[src/rtl/full_adder.sv]
// One-bit full adder cell shared by the bit-serial multiplier datapath.
module full_adder (
  input  logic A,
  input  logic B,
  input  logic Cin,
  output logic S,
  output logic Cout
);

  assign S    = A ^ B ^ Cin;
  assign Cout = (A & B) | (Cin & (A ^ B));

endmodule

[src/rtl/serial_mult_ctrl.sv]
// Bit-serial unsigned multiplier controller built around one full_adder cell.
// Each ADD cycle folds one partial-product bit b[i]&a[j] into acc[i+j] with a
// rippling carry register. Rows run over columns 0..WIDTH; the extra column
// lands the row carry in acc[i+WIDTH].
// Optional feature: define SKIP_ZERO_EN to spend a single cycle on rows whose
// multiplier bit is 0.
module serial_mult_ctrl #(
  parameter int unsigned WIDTH = 4
) (
  input  logic                 clk,
  input  logic                 rst_n,
  input  logic                 start,
  input  logic [WIDTH-1:0]     a,
  input  logic [WIDTH-1:0]     b,
  output logic                 busy,
  output logic                 done,
  output logic [2*WIDTH-1:0]   product
);

  localparam int unsigned RW = (WIDTH > 1) ? $clog2(WIDTH) : 1;  // row index width
  localparam int unsigned JW = $clog2(WIDTH + 1);                // column index width
  localparam int unsigned AW = $clog2(2 * WIDTH);                // acc bit index width

  typedef enum logic [1:0] {StIdle, StAdd, StDone} state_t;

  state_t             state;
  logic [WIDTH-1:0]   a_q;
  logic [WIDTH-1:0]   b_q;
  logic [2*WIDTH-1:0] acc;
  logic               carry;
  logic [RW-1:0]      i;
  logic [JW-1:0]      j;

  logic [WIDTH:0]     a_ext;
  logic [AW-1:0]      idx;
  logic               fa_a;
  logic               fa_b;
  logic               fa_s;
  logic               fa_cout;
  logic               last_row;
  logic               last_col;

  // Datapath operands for the current step; a[WIDTH] reads as 0.
  always_comb begin
    a_ext    = {1'b0, a_q};
    idx      = AW'(i) + AW'(j);
    fa_a     = acc[idx];
    fa_b     = b_q[i] & a_ext[j];
    last_row = (i == RW'(WIDTH - 1));
    last_col = (j == JW'(WIDTH));
  end

  full_adder u_fa (
    .A    (fa_a),
    .B    (fa_b),
    .Cin  (carry),
    .S    (fa_s),
    .Cout (fa_cout)
  );

  // Control FSM with registered outputs and the serial accumulator.
  always_ff @(posedge clk) begin
    if (!rst_n) begin
      state   <= StIdle;
      a_q     <= '0;
      b_q     <= '0;
      acc     <= '0;
      carry   <= 1'b0;
      i       <= '0;
      j       <= '0;
      busy    <= 1'b0;
      done    <= 1'b0;
      product <= '0;
    end else begin
      unique case (state)
        StIdle: begin
          done <= 1'b0;
          if (start) begin
            a_q     <= a;
            b_q     <= b;
            acc     <= '0;
            carry   <= 1'b0;
            i       <= '0;
            j       <= '0;
            product <= '0;
            busy    <= 1'b1;
            state   <= StAdd;
          end
        end

        StAdd: begin
`ifdef SKIP_ZERO_EN
          if (j == '0 && !b_q[i]) begin
            // Zero multiplier bit: the row adds nothing, move on in one cycle.
            if (last_row) begin
              busy  <= 1'b0;
              state <= StDone;
            end else begin
              i <= i + 1'b1;
            end
          end else
`endif
          begin
            acc[idx] <= fa_s;
            if (last_col) begin
              // Row carry-out is always 0 here, so it is dropped.
              j     <= '0;
              carry <= 1'b0;
              if (last_row) begin
                busy  <= 1'b0;
                state <= StDone;
              end else begin
                i <= i + 1'b1;
              end
            end else begin
              j     <= j + 1'b1;
              carry <= fa_cout;
            end
          end
        end

        StDone: begin
          done    <= 1'b1;
          product <= acc;
          state   <= StIdle;
        end

        default: state <= StIdle;
      endcase
    end
  end

endmodule
[config.mk]
export PLATFORM = sky130hd
export DESIGN_NAME = serial_mult_ctrl
export DESIGN_NICKNAME = d
export VERILOG_FILES = /design/src/rtl/full_adder.sv /design/src/rtl/serial_mult_ctrl.sv
export SDC_FILE = /design/constraint.sdc
export NUM_CORES = 1
export LEC_CHECK = 0
export CAP_MARGIN = 20
export CORE_UTILIZATION = 38
export DETAILED_ROUTE_END_ITERATION = 7
export PLACE_DENSITY_LB_ADDON = 0.08
export SETUP_SLACK_MARGIN = 0.5
export SYNTH_ARGS = -nofsm -noshare
export SYNTH_HDL_FRONTEND = slang
export SYNTH_SLANG_ARGS = --single-unit
[constraint.sdc]
create_clock -name clk -period 8.75 [get_ports clk]
set_input_delay 1.75 -clock clk [delete_from_list [all_inputs] [get_ports clk]]
set_output_delay 1.75 -clock clk [all_outputs]
set_load 0.01 [all_outputs]
### Word-level counts from Yosys, hierarchy flattened

Index checks and enable logic that the tools add are counted.

| word-level totals | value |
|---|---|
| register bits after elaboration | 34 |
| bits in latches | 0 |
| RAM bits | 0 |
| bits in read-only memories | 0 |
| input bits | 11 |
| output and inout port bits | 10 |
| logic and storage cells | 72 |
| memories kept | 0 |

| cells by class | value |
|---|---|
| $add $sub $neg | 3 |
| multipliers | 0 |
| divide/modulo/power cells | 0 |
| $lt $le $gt $ge | 4 |
| equality and inequality tests | 8 |
| shifts and indexed selects | 0 |
| mux-type cells | 31 |
| bitwise operators | 6 |
| reduce and logical (&&, ||, !) cells | 10 |

Operator list:

| cell | number |
|---|---|
| 8-bit one-hot mux with 2 select lines | 2 |
| 2-bit two-way mux | 6 |
| 1-bit two-way mux | 9 |
| 8-bit bitwise mux | 1 |
| 3-bit by 4-bit < comparator with 1-bit output, second input constant | 2 |
| 8-bit two-way mux | 1 |
| 2-bit inequality test, second input constant | 4 |
| 2-bit one-hot mux with 2 select lines | 2 |
| 4-bit AND reduction | 2 |
| 1-bit binary-select mux with 3-bit select | 2 |
| 3-bit two-way mux | 2 |
| 1-bit one-hot mux with 2 select lines | 3 |
| 3-bit one-hot mux with 2 select lines | 1 |
| 2-bit AND reduction | 3 |
| 2-bit equality test, second input constant | 2 |
| 2-bit nonzero test | 2 |
| 2-bit by 3-bit adder with 3-bit output | 1 |
| 3-bit by 1-bit adder with 3-bit output, second input constant | 1 |
| 1-bit bitwise AND | 3 |
| 1-bit demux with 3-bit select | 1 |
| 3-bit equality test, second input constant | 1 |
| 3-bit by 1-bit greater-or-equal comparator with 1-bit output, second input constant | 1 |
| 2-bit by 3-bit < comparator with 1-bit output, second input constant | 1 |
| 3-bit AND reduction | 1 |
| other kinds (7) | 8 |

### Depth between registers and ports, before layout

Gate-level depths: netlist (run 1).

| depth | value |
|---|---|
| depth in word-level cells | 8 |
| mapped depth | 10 |
| depth with buffers taken out | 10 |

### Modules after synthesis

From an unflattened synthesis (run 1), not the netlist that was laid out.

| second synthesis, totals | value |
|---|---|
| cell total of the unflattened synthesis | 170 |
| area total of the unflattened synthesis | 1609.0 um2 |

By module, submodules not included:

| module | instances | cells each | area an instance (um2) | seq. area each (um2) |
|---|---|---|---|---|
| serial_mult_ctrl | 1 | 169 | 1589.0 | 680.7 |
| full_adder | 1 | 1 | 20.0 | 0.0 |

### Worst setup path after synthesis (run 1)

OpenSTA, ideal clock, no wires.

| timing | value |
|---|---|
| kind | register to register |
| start | register i[0] |
| end | register acc[6] |
| library setup time | 0.134 ns |
| arrival time | 2.850 ns |
| data required time | 8.616 ns |
| setup slack | 5.766 ns |
| stages on the path, launching flop included | 11 |
| buffers on the path | 0 |
| clock period less this slack | 2.984 ns |
| cells stage by stage | dfxtp_1 > ha_1 > inv_1 > fa_1 > mux4_2 > nand2_1 > nand2_1 > fa_1 > or3b_1 > nor2_2 > a211oi_1 |

| on the way | value |
|---|---|
| word-level cells in the longest chain between the ends | 7 |
| elaborated cells on any way between the ends | 15 |
| classes of those cells | add/sub: 1; order compare: 2; mux: 8; bitwise: 3; reduce/logical: 1 |

Ends and longest elaborated chain:

| element | RTL line | text |
|---|---|---|
| from (decl) | serial_mult_ctrl.sv:31 | `logic [RW-1:0] i;` |
| from (signal assigned) | serial_mult_ctrl.sv:113 | `i <= i + 1'b1;` |
| 2-bit by 3-bit adder with 3-bit output / 1-bit binary-select mux with 2-bit select (equally long branches) | serial_mult_ctrl.sv:46, serial_mult_ctrl.sv:48 |  |
| 3-bit by 4-bit < comparator with 1-bit output (not written as such), or another cell as far along | serial_mult_ctrl.sv:104 | `acc[idx] <= fa_s;` |
| 1-bit logical AND (not written as such), or another cell as far along | serial_mult_ctrl.sv:104 |  |
| 1-bit two-way mux (not written as such) / 1-bit bitwise XOR (equally long branches) | serial_mult_ctrl.sv:104, full_adder.sv:10 |  |
| 1-bit demux with 3-bit select / 1-bit bitwise XOR (equally long branches) | serial_mult_ctrl.sv:104, full_adder.sv:10 |  |
| 8-bit bitwise mux * | serial_mult_ctrl.sv:104 |  |
| 8-bit one-hot mux with 2 select lines * | serial_mult_ctrl.sv:75 | `unique case (state)` |
| to (signal, indexed assignment) | serial_mult_ctrl.sv:104 |  |
| to (decl) | serial_mult_ctrl.sv:29 | `logic [2*WIDTH-1:0] acc;` |

Every way passes the cells marked *; elsewhere a longest branch is shown, timed or not. The select of a mux whose other input is x is not followed.
A chain may end at the register's enable or synchronous reset.

### Worst setup path in the final report (run 1)

| timing | value |
|---|---|
| start | register i[0] |
| end | register acc[7] |

Same word-level chain as after synthesis.

==> results.rst, run 1 <==
.. list-table::
   :header-rows: 1

   * - Metric
     - Value
   * - Skew-Pair Late Insertion Delay
     - 0.28 ns
   * - Clock root cell
     - clkbuf_8
   * - GR Util All Layers
     - 0.178
   * - Number of sinks handled by clock tree synthesis
     - 34
   * - Count of flip-flops with a built-in enable after synthesis
     - 0
   * - Final period util
     - 0.382
   * - Core Footprint
     - 0.00403 mm^2
   * - Count of pins on the block boundary
     - 21
   * - Number of nets still failing antenna checks after routing
     - 0
   * - Slew at the pin closest to its max-slew limit
     - 0.953 ns
   * - Area of the die
     - 0.00447 mm^2
   * - Total iterations of the first detailed-routing run
     - 4
   * - Leakage power of the design
     - 0.000646 uW
   * - Final weighted congestion in routability-driven placement
     - 0.776
   * - Worst path bufs/invs
     - 1
   * - Gates resized, CTS repair
     - 0
   * - Sequential element share of the synthesized area
     - 0.425
   * - Pin count of the biggest net entering global routing
     - 35
   * - Proportion of synthesized area in mux cells
     - 0.0563
   * - CTS buffer count
     - 5
   * - Worst setup path category
     - flop to flop
   * - CP peak stage delay
     - 0.63 ns
   * - Cell row count
     - 23
   * - Final hold violation count
     - 0
   * - Buffer levels on the longest clock path
     - 2
   * - Register clock-pin slew on the reported worst setup and hold paths
     - 0.07 ns
   * - Max stage delay cell, worst path
     - fa_1
   * - R2R Path End
     - acc[7]$_SDFFE_PN0P_
   * - Flops & latches, synth
     - 34
   * - Most common cell after layout, fill and taps aside
     - dfxtp_1
   * - DRC violations left
     - 0
   * - Total vias in the final route
     - 1307
   * - Via count of the first global-routing pass
     - 1248
   * - Worst max-slew margin expressed relative to the limit
     - 0.361
   * - Filler cells
     - 417
   * - Data required, critical path
     - 8.88 ns
   * - Placement Setup Slack
     - 5.22 ns
   * - Number of buffers inserted by port buffering
     - 20
   * - Largest family of logic cells by synthesized area
     - compound AO/OA/AOI/OAI gates
   * - Vertical extent of the die
     - 66.9 um
   * - Setup slack, reg-to-reg
     - 5.41 ns
   * - CP max FO
     - 6
   * - Setup violators final
     - 0
   * - Cts-stage hold buffer count
     - 0
   * - Layout Utilization
     - 0.468
   * - Crit path arrival time
     - 3.47 ns
   * - Cell-by-cell listing of the critical path
     - ha_1 > inv_1 > fa_1 > mux4_2 > nand2_1 > nand2_1 > fa_1 > or3b_1 > nor2_2 > a211oi_1
   * - Max Slew Vio Count
     - 0
   * - DR iter-0 viols
     - 113
   * - Share of layout cells above drive strength 1
     - 0.0973
   * - Crit path time final
     - 3.34 ns
   * - Final Worst Setup Slack
     - 5.41 ns
   * - Combined area of all synthesized cells
     - 0.00160 mm^2
   * - Drt wl/cell
     - 14.2 um
   * - Synth warn
     - 0
   * - CTS tree
     - yes
   * - DR vias/cell
     - 5.56
   * - Start point of the critical path
     - i[0]$_SDFFE_PN0P_
   * - Congestion Overflow GR
     - 0
   * - Area added between synthesis and finish
     - 17.9%
   * - Start of the worst register-to-register path
     - i[0]$_SDFFE_PN0P_
   * - Unrepaired setup endpoints after global routing
     - false
   * - CP Capture Point
     - acc[7]$_SDFFE_PN0P_
   * - Post-synthesis async set-or-reset flop share
     - 0
   * - Share of the synthesized netlist area taken by xor and xnor gates
     - 0.0203
   * - Peak clock frequency supported by timing
     - 0.299 GHz
   * - Total wirelength of the detailed-routed design
     - 3340 um
   * - Starting utilization of the core area
     - 0.397
   * - NumNets Final
     - 201
   * - Result of the run
     - finished clean
   * - Share of synthesized cell area in full adder, half adder and majority cells
     - 0.0563
   * - HPWL reported at the end of detailed placement
     - 2340 um
   * - Type of the worst min-delay path
     - flop to flop
   * - Fraction of the mapped netlist area in simple logic gates
     - 0.173
   * - Total power density per cell area
     - 165 mW/mm^2
   * - Worst Setup Start Kind
     - flop
   * - Compound-Gate Fraction of Synth Area
     - 0.210
   * - Total stage count of the critical path
     - 10
   * - Global-route wire length before repair
     - 5870 um
   * - Overall die width
     - 66.9 um
   * - Maximum ir drop on the vdd rail
     - 0.0704 mV
   * - Leading cell types in the layout, fill and taps excluded
     - dfxtp_1, nand2_1, clkdlybuf4s50_1
   * - Post-CTS setup-driven buffer insertion count
     - 0
   * - CP endpoint kind
     - flop
   * - Worst clock skew
     - 0.00373 ns
   * - Number of H-tree levels
     - 2
   * - Syn Nets
     - 184
   * - Cells on worst reg2reg path
     - 10
   * - Inserted Diodes
     - 0
   * - Syn avg cell area
     - 9.58 um^2
   * - Largest delay share family, worst path
     - adder cells
   * - Synth Instances
     - 167
   * - Top_reg_cell synth
     - dfxtp_1
   * - Initial antenna violation count
     - 0
   * - Distinct cell type count of the synthesized netlist
     - 38
   * - Total power draw
     - 312 uW
   * - Max_cap viols
     - 0
   * - TNS Setup
     - 0 ns
[layer usage]
layer	wire length, um	GRT usage	vias to the layer above	share of wire
li1	-	-	640	-
met1	1540	0.208	636	0.46
met2	1640	0.304	26	0.49
met3	110	0.0514	5	0.033
met4	48	0.0638	0	0.014
met5	0	0	-	0
[tightest hold or removal path, cell delays in order (launching register included)]
cell and delay [ns]:
dfxtp_1 0.31, nand2_1 0.05, a21oi_1 0.05
[synth_stat cells (2+ instances only)]
| master | number | share of area |
|---|---|---|
| inv_1 | 6 | 0.014 |
| a32oi_1 | 9 | 0.049 |
| ha_1 | 4 | 0.031 |
| a21oi_1 | 13 | 0.041 |
| dfxtp_1 | 34 | 0.43 |
| or3_1 | 2 | 0.0078 |
| nor2b_1 | 3 | 0.012 |
| or3b_1 | 2 | 0.011 |
| o211ai_1 | 2 | 0.0094 |
| nor3_1 | 2 | 0.0063 |
| buf_4 | 2 | 0.0094 |
| a22oi_1 | 8 | 0.038 |
| buf_2 | 3 | 0.0094 |
| a31oi_1 | 2 | 0.0078 |
| a211oi_1 | 8 | 0.038 |
| nand2_1 | 23 | 0.054 |
| nor2_2 | 2 | 0.0078 |
| mux4_2 | 4 | 0.056 |
| clkbuf_1 | 3 | 0.0070 |
| o21ai_0 | 2 | 0.0063 |
| nor2_1 | 15 | 0.035 |
| fa_1 | 2 | 0.025 |
[power by group]
group | leakage [uW] | internal, uW | switching (uW) | total, uW
Combinational | 0.000321 | 13.6 | 18.0 | 31.6
Clock | 0.0000482 | 63.4 | 53.5 | 117
Sequential | 0.000276 | 159 | 4.01 | 163
Total | 0.000646 | 236 | 75.5 | 312
[registers in the layout, summed over array words and instances, names as in the netlist]
name     flops
product      8
j            3
b_q          4
acc          8
busy         1
state        2
carry        1
done         1
i            2
a_q          4
[how the worst min path moves through the flow]
stage / start / cells after the start / to / slack [ns]
3_3_place_gp: b_q[2]$_SDFFE_PN0P_ / 2 / b_q[2]$_SDFFE_PN0P_ / 0.44
4_1_cts: b_q[2]$_SDFFE_PN0P_ / 2 / b_q[2]$_SDFFE_PN0P_ / 0.46
5_1_grt: b_q[2]$_SDFFE_PN0P_ / 2 / b_q[2]$_SDFFE_PN0P_ / 0.50
6_report: b_q[2]$_SDFFE_PN0P_ / 2 / b_q[2]$_SDFFE_PN0P_ / 0.46
3_5_place_dp: b_q[2]$_SDFFE_PN0P_ / 2 / b_q[2]$_SDFFE_PN0P_ / 0.45
2_1_floorplan: a_q[2]$_SDFFE_PN0P_ / 2 / a_q[2]$_SDFFE_PN0P_ / 0.43
[stage by stage]
stage	instance area [um^2]	hold WS [ns]	instances
after floorplan	1600	0.433	167
after global placement	1800	0.442	227
after detailed placement	1800	0.451	227
after CTS	1890	0.461	235
after global routing	1890	0.497	235
final	1890	0.459	235
[logic make-up after synthesis]
| family | Yosys count |
|---|---|
| AOI/OAI and AO/OA | 47 |
| xor gates and xnor gates | 2 |
| adders and majority gates | 6 |
| buffers and inverters | 17 |
| DFF | 34 |
| muxes | 4 |
| and+or+nand+nor | 57 |
[cell type report]
class	count	area, um^2	share of cell area
Timing Repair Buffer	20	200	0.106
Tap cell	50	62.6	0.0332
Clock buffer	7	86.3	0.0458
Clock inverter	1	5.00	0.00265
Multi-Input combinational cell	116	826	0.438
Sequential cell	34	681	0.361
Inverter	7	26.3	0.0139
Note: power is estimated with default switching activity, not from simulation.
==> run 2: changes to the inputs <==
- clock period: 8.75 -> 2.9 ns (I/O delays scaled with it)
==> run 2 against run 1 <==
Effect of this change:
- largest power group unchanged
- clock skew is 0.0027 ns higher
- die area stayed put
- setup slack lost 5.4 ns
- core utilization grew 2.3 points
- highest routed layer unchanged
- critical path type unchanged
==> results.rst, run 2 (synthesized netlist as in run 1, its figures left out) <==
.. list-table::
   :header-rows: 1

   * - Metric
     - Value
   * - Result of the run
     - finished clean
   * - Worst Setup Start Kind
     - flop
   * - Most common cell after layout, fill and taps aside
     - dfxtp_1
   * - Crit path time final
     - 2.89 ns (-0.451 ns)
   * - Congestion Overflow GR
     - 0 (unchanged)
   * - Register clock-pin slew on the reported worst setup and hold paths
     - 0.07 ns (about the same)
   * - CP peak stage delay
     - 0.54 ns (-0.09 ns)
   * - Worst setup path category
     - flop to flop
   * - CTS tree
     - yes
   * - Max stage delay cell, worst path
     - fa_2
   * - Drt wl/cell
     - 15.5 um (+9.2%)
   * - Largest registers ranked by flip-flop count
     - acc x8, product x8
   * - Buffer levels on the longest clock path
     - 2 (unchanged)
   * - Overall die width
     - 66.9 um (unchanged)
   * - HPWL reported at the end of detailed placement
     - 2600 um (+11%)
   * - Initial antenna violation count
     - 0 (unchanged)
   * - Share of layout cells above drive strength 1
     - 0.177 (+0.0798)
   * - CP endpoint kind
     - flop
   * - Data required, critical path
     - 3.06 ns (-5.82 ns)
   * - Cell row count
     - 23 (unchanged)
   * - Skew-Pair Late Insertion Delay
     - 0.29 ns (about the same)
   * - Pin count of the biggest net entering global routing
     - 35 (unchanged)
   * - Cell-by-cell listing of the critical path
     - ha_4 > inv_2 > fa_2 > mux4_2 > nand2_2 > nand2_2 > fa_2 > or3b_4 > nor2_4 > a211oi_1
   * - Max Slew Vio Count
     - 0 (unchanged)
   * - Type of the worst min-delay path
     - flop to flop
   * - DRC violations left
     - 0 (unchanged)
   * - Via count of the first global-routing pass
     - 1268 (+1.6%)
   * - Worst max-slew margin expressed relative to the limit
     - 0.592 (+0.231)
   * - Crit path arrival time
     - 3.05 ns (-0.42 ns)
   * - Core Footprint
     - 0.00403 mm^2 (unchanged)
   * - Leading cell types in the layout, fill and taps excluded
     - dfxtp_1, nand2_1, clkdlybuf4s50_1
   * - Final period util
     - 0.997 (+0.615)
   * - Setup violators final
     - 0 (unchanged)
   * - Leakage power of the design
     - 0.000678 uW (+5.0%)
   * - Total iterations of the first detailed-routing run
     - 4 (unchanged)
   * - Total wirelength of the detailed-routed design
     - 3750 um (+12%)
   * - Peak clock frequency supported by timing
     - 0.346 GHz (+16%)
   * - Number of H-tree levels
     - 2 (unchanged)
   * - Vertical extent of the die
     - 66.9 um (unchanged)
   * - TNS Setup
     - 0 ns (unchanged)
   * - Inserted Diodes
     - 0 (unchanged)
   * - Final hold violation count
     - 0 (unchanged)
   * - CP max FO
     - 4 (-2)
   * - Area added between synthesis and finish
     - 23.7%
   * - Area of the die
     - 0.00447 mm^2 (unchanged)
   * - Worst clock skew
     - 0.00639 ns (+0.00266 ns)
   * - Total vias in the final route
     - 1341 (+2.6%)
   * - Cts-stage hold buffer count
     - 0 (unchanged)
   * - GR Util All Layers
     - 0.195 (+0.0178)
   * - Number of buffers inserted by port buffering
     - 20 (unchanged)
   * - Clock root cell
     - clkbuf_8
   * - Post-CTS setup-driven buffer insertion count
     - 0 (unchanged)
   * - Global-route wire length before repair
     - 6290 um (+7.3%)
   * - DR vias/cell
     - 5.54 (-0.37%)
   * - Count of pins on the block boundary
     - 21 (unchanged)
   * - CTS buffer count
     - 5 (unchanged)
   * - Largest delay share family, worst path
     - adder cells
   * - Worst path bufs/invs
     - 1 (unchanged)
   * - Unrepaired setup endpoints after global routing
     - true
   * - Max_cap viols
     - 0 (unchanged)
   * - Maximum ir drop on the vdd rail
     - 0.279 mV (+300%)
   * - Total power draw
     - 922 uW (+200%)
   * - Total power density per cell area
     - 466 mW/mm^2 (+180%)
   * - Number of nets still failing antenna checks after routing
     - 0 (unchanged)
   * - Final hold slack
     - 0.457 ns (-0.00165 ns)
   * - NumNets Final
     - 209 (+4.0%)
   * - Starting utilization of the core area
     - 0.397 (unchanged)
   * - Final weighted congestion in routability-driven placement
     - 0.817 (+5.3%)
   * - Slew at the pin closest to its max-slew limit
     - 0.612 ns (-0.341 ns)
   * - Number of sinks handled by clock tree synthesis
     - 34 (unchanged)
   * - DR iter-0 viols
     - 53 (-53%)
run 2: changes by cell type in the layout (fill, tap and decap cells not counted), sizes merged:
| cell | delta |
|---|---|
| clkinv | -1 |
| buf | +8 |
run 2: worst register-to-register path, delay by kind of cell (launching register included):
family | cells | cell delay, ns
buffers and inverters | 1 | 0.03
DFF | 1 | 0.36
muxes | 1 | 0.51
adders and majority gates | 3 | 1.09
AOI/OAI and AO/OA | 1 | 0.09
and+or+nand+nor | 4 | 0.67
run 2: timing repair:
action | 4_1_cts | 5_1_grt
endpoints found under the setup margin | 9 | 9
pin swaps | 2 | 1
gates resized for setup | 0 | 3
run 2: path summary, 6_finish.rpt:
path                            start                   to  slack (ns)  cells past startpoint
hold reg to reg   b_q[1]$_SDFFE_PN0P_  b_q[1]$_SDFFE_PN0P_        0.46                      2
hold / removal    b_q[1]$_SDFFE_PN0P_  b_q[1]$_SDFFE_PN0P_        0.46                      2
setup reg to reg    i[0]$_SDFFE_PN0P_  acc[0]$_SDFFE_PN0P_       0.008                     10
setup / recovery    i[0]$_SDFFE_PN0P_  acc[0]$_SDFFE_PN0P_       0.008                     10
run 2: cell type report:
class                           instances  area, um^2
Fill cell                             386        2050
Multi-Input combinational cell        116         866
Tap cell                               50        62.6
Sequential cell                        34         688
Inverter                                7        26.3
Timing Repair Buffer                   28         260
Clock buffer                            7        76.3
run 2: routing by layer:
layer | vias up | wire (um) | GRT usage
met4 | 0 | 62 | 0.0878
met1 | 641 | 1800 | 0.269
li1 | 656 | - | -
met2 | 39 | 1710 | 0.284
met5 | - | 0 | 0
met3 | 5 | 189 | 0.0479
run 2: metrics by stage:
stage | setup slack, ns | cell area [um^2] | util | cells
floorplan | 0.0175 | 1640 | - | 167
global placement | 0.0218 | 1890 | 0.470 | 235
detailed placement | 0.00677 | 1890 | 0.470 | 235
CTS | 0.0100 | 1970 | 0.489 | 242
global route | -0.0989 | 1980 | 0.491 | 242
finish | 0.00794 | 1980 | 0.491 | 242
run 2: where the power goes:
group / internal (uW) / switching, uW
clock: 165 / 160
combinational: 48.4 / 59.0
sequential: 479 / 11.0
total: 692 / 230
==> run 3: changes to the inputs <==
- SLEW_MARGIN: default -> 25
==> results of run 3 <==
The final DEF is identical to that of run 2; final timing and power are the same.
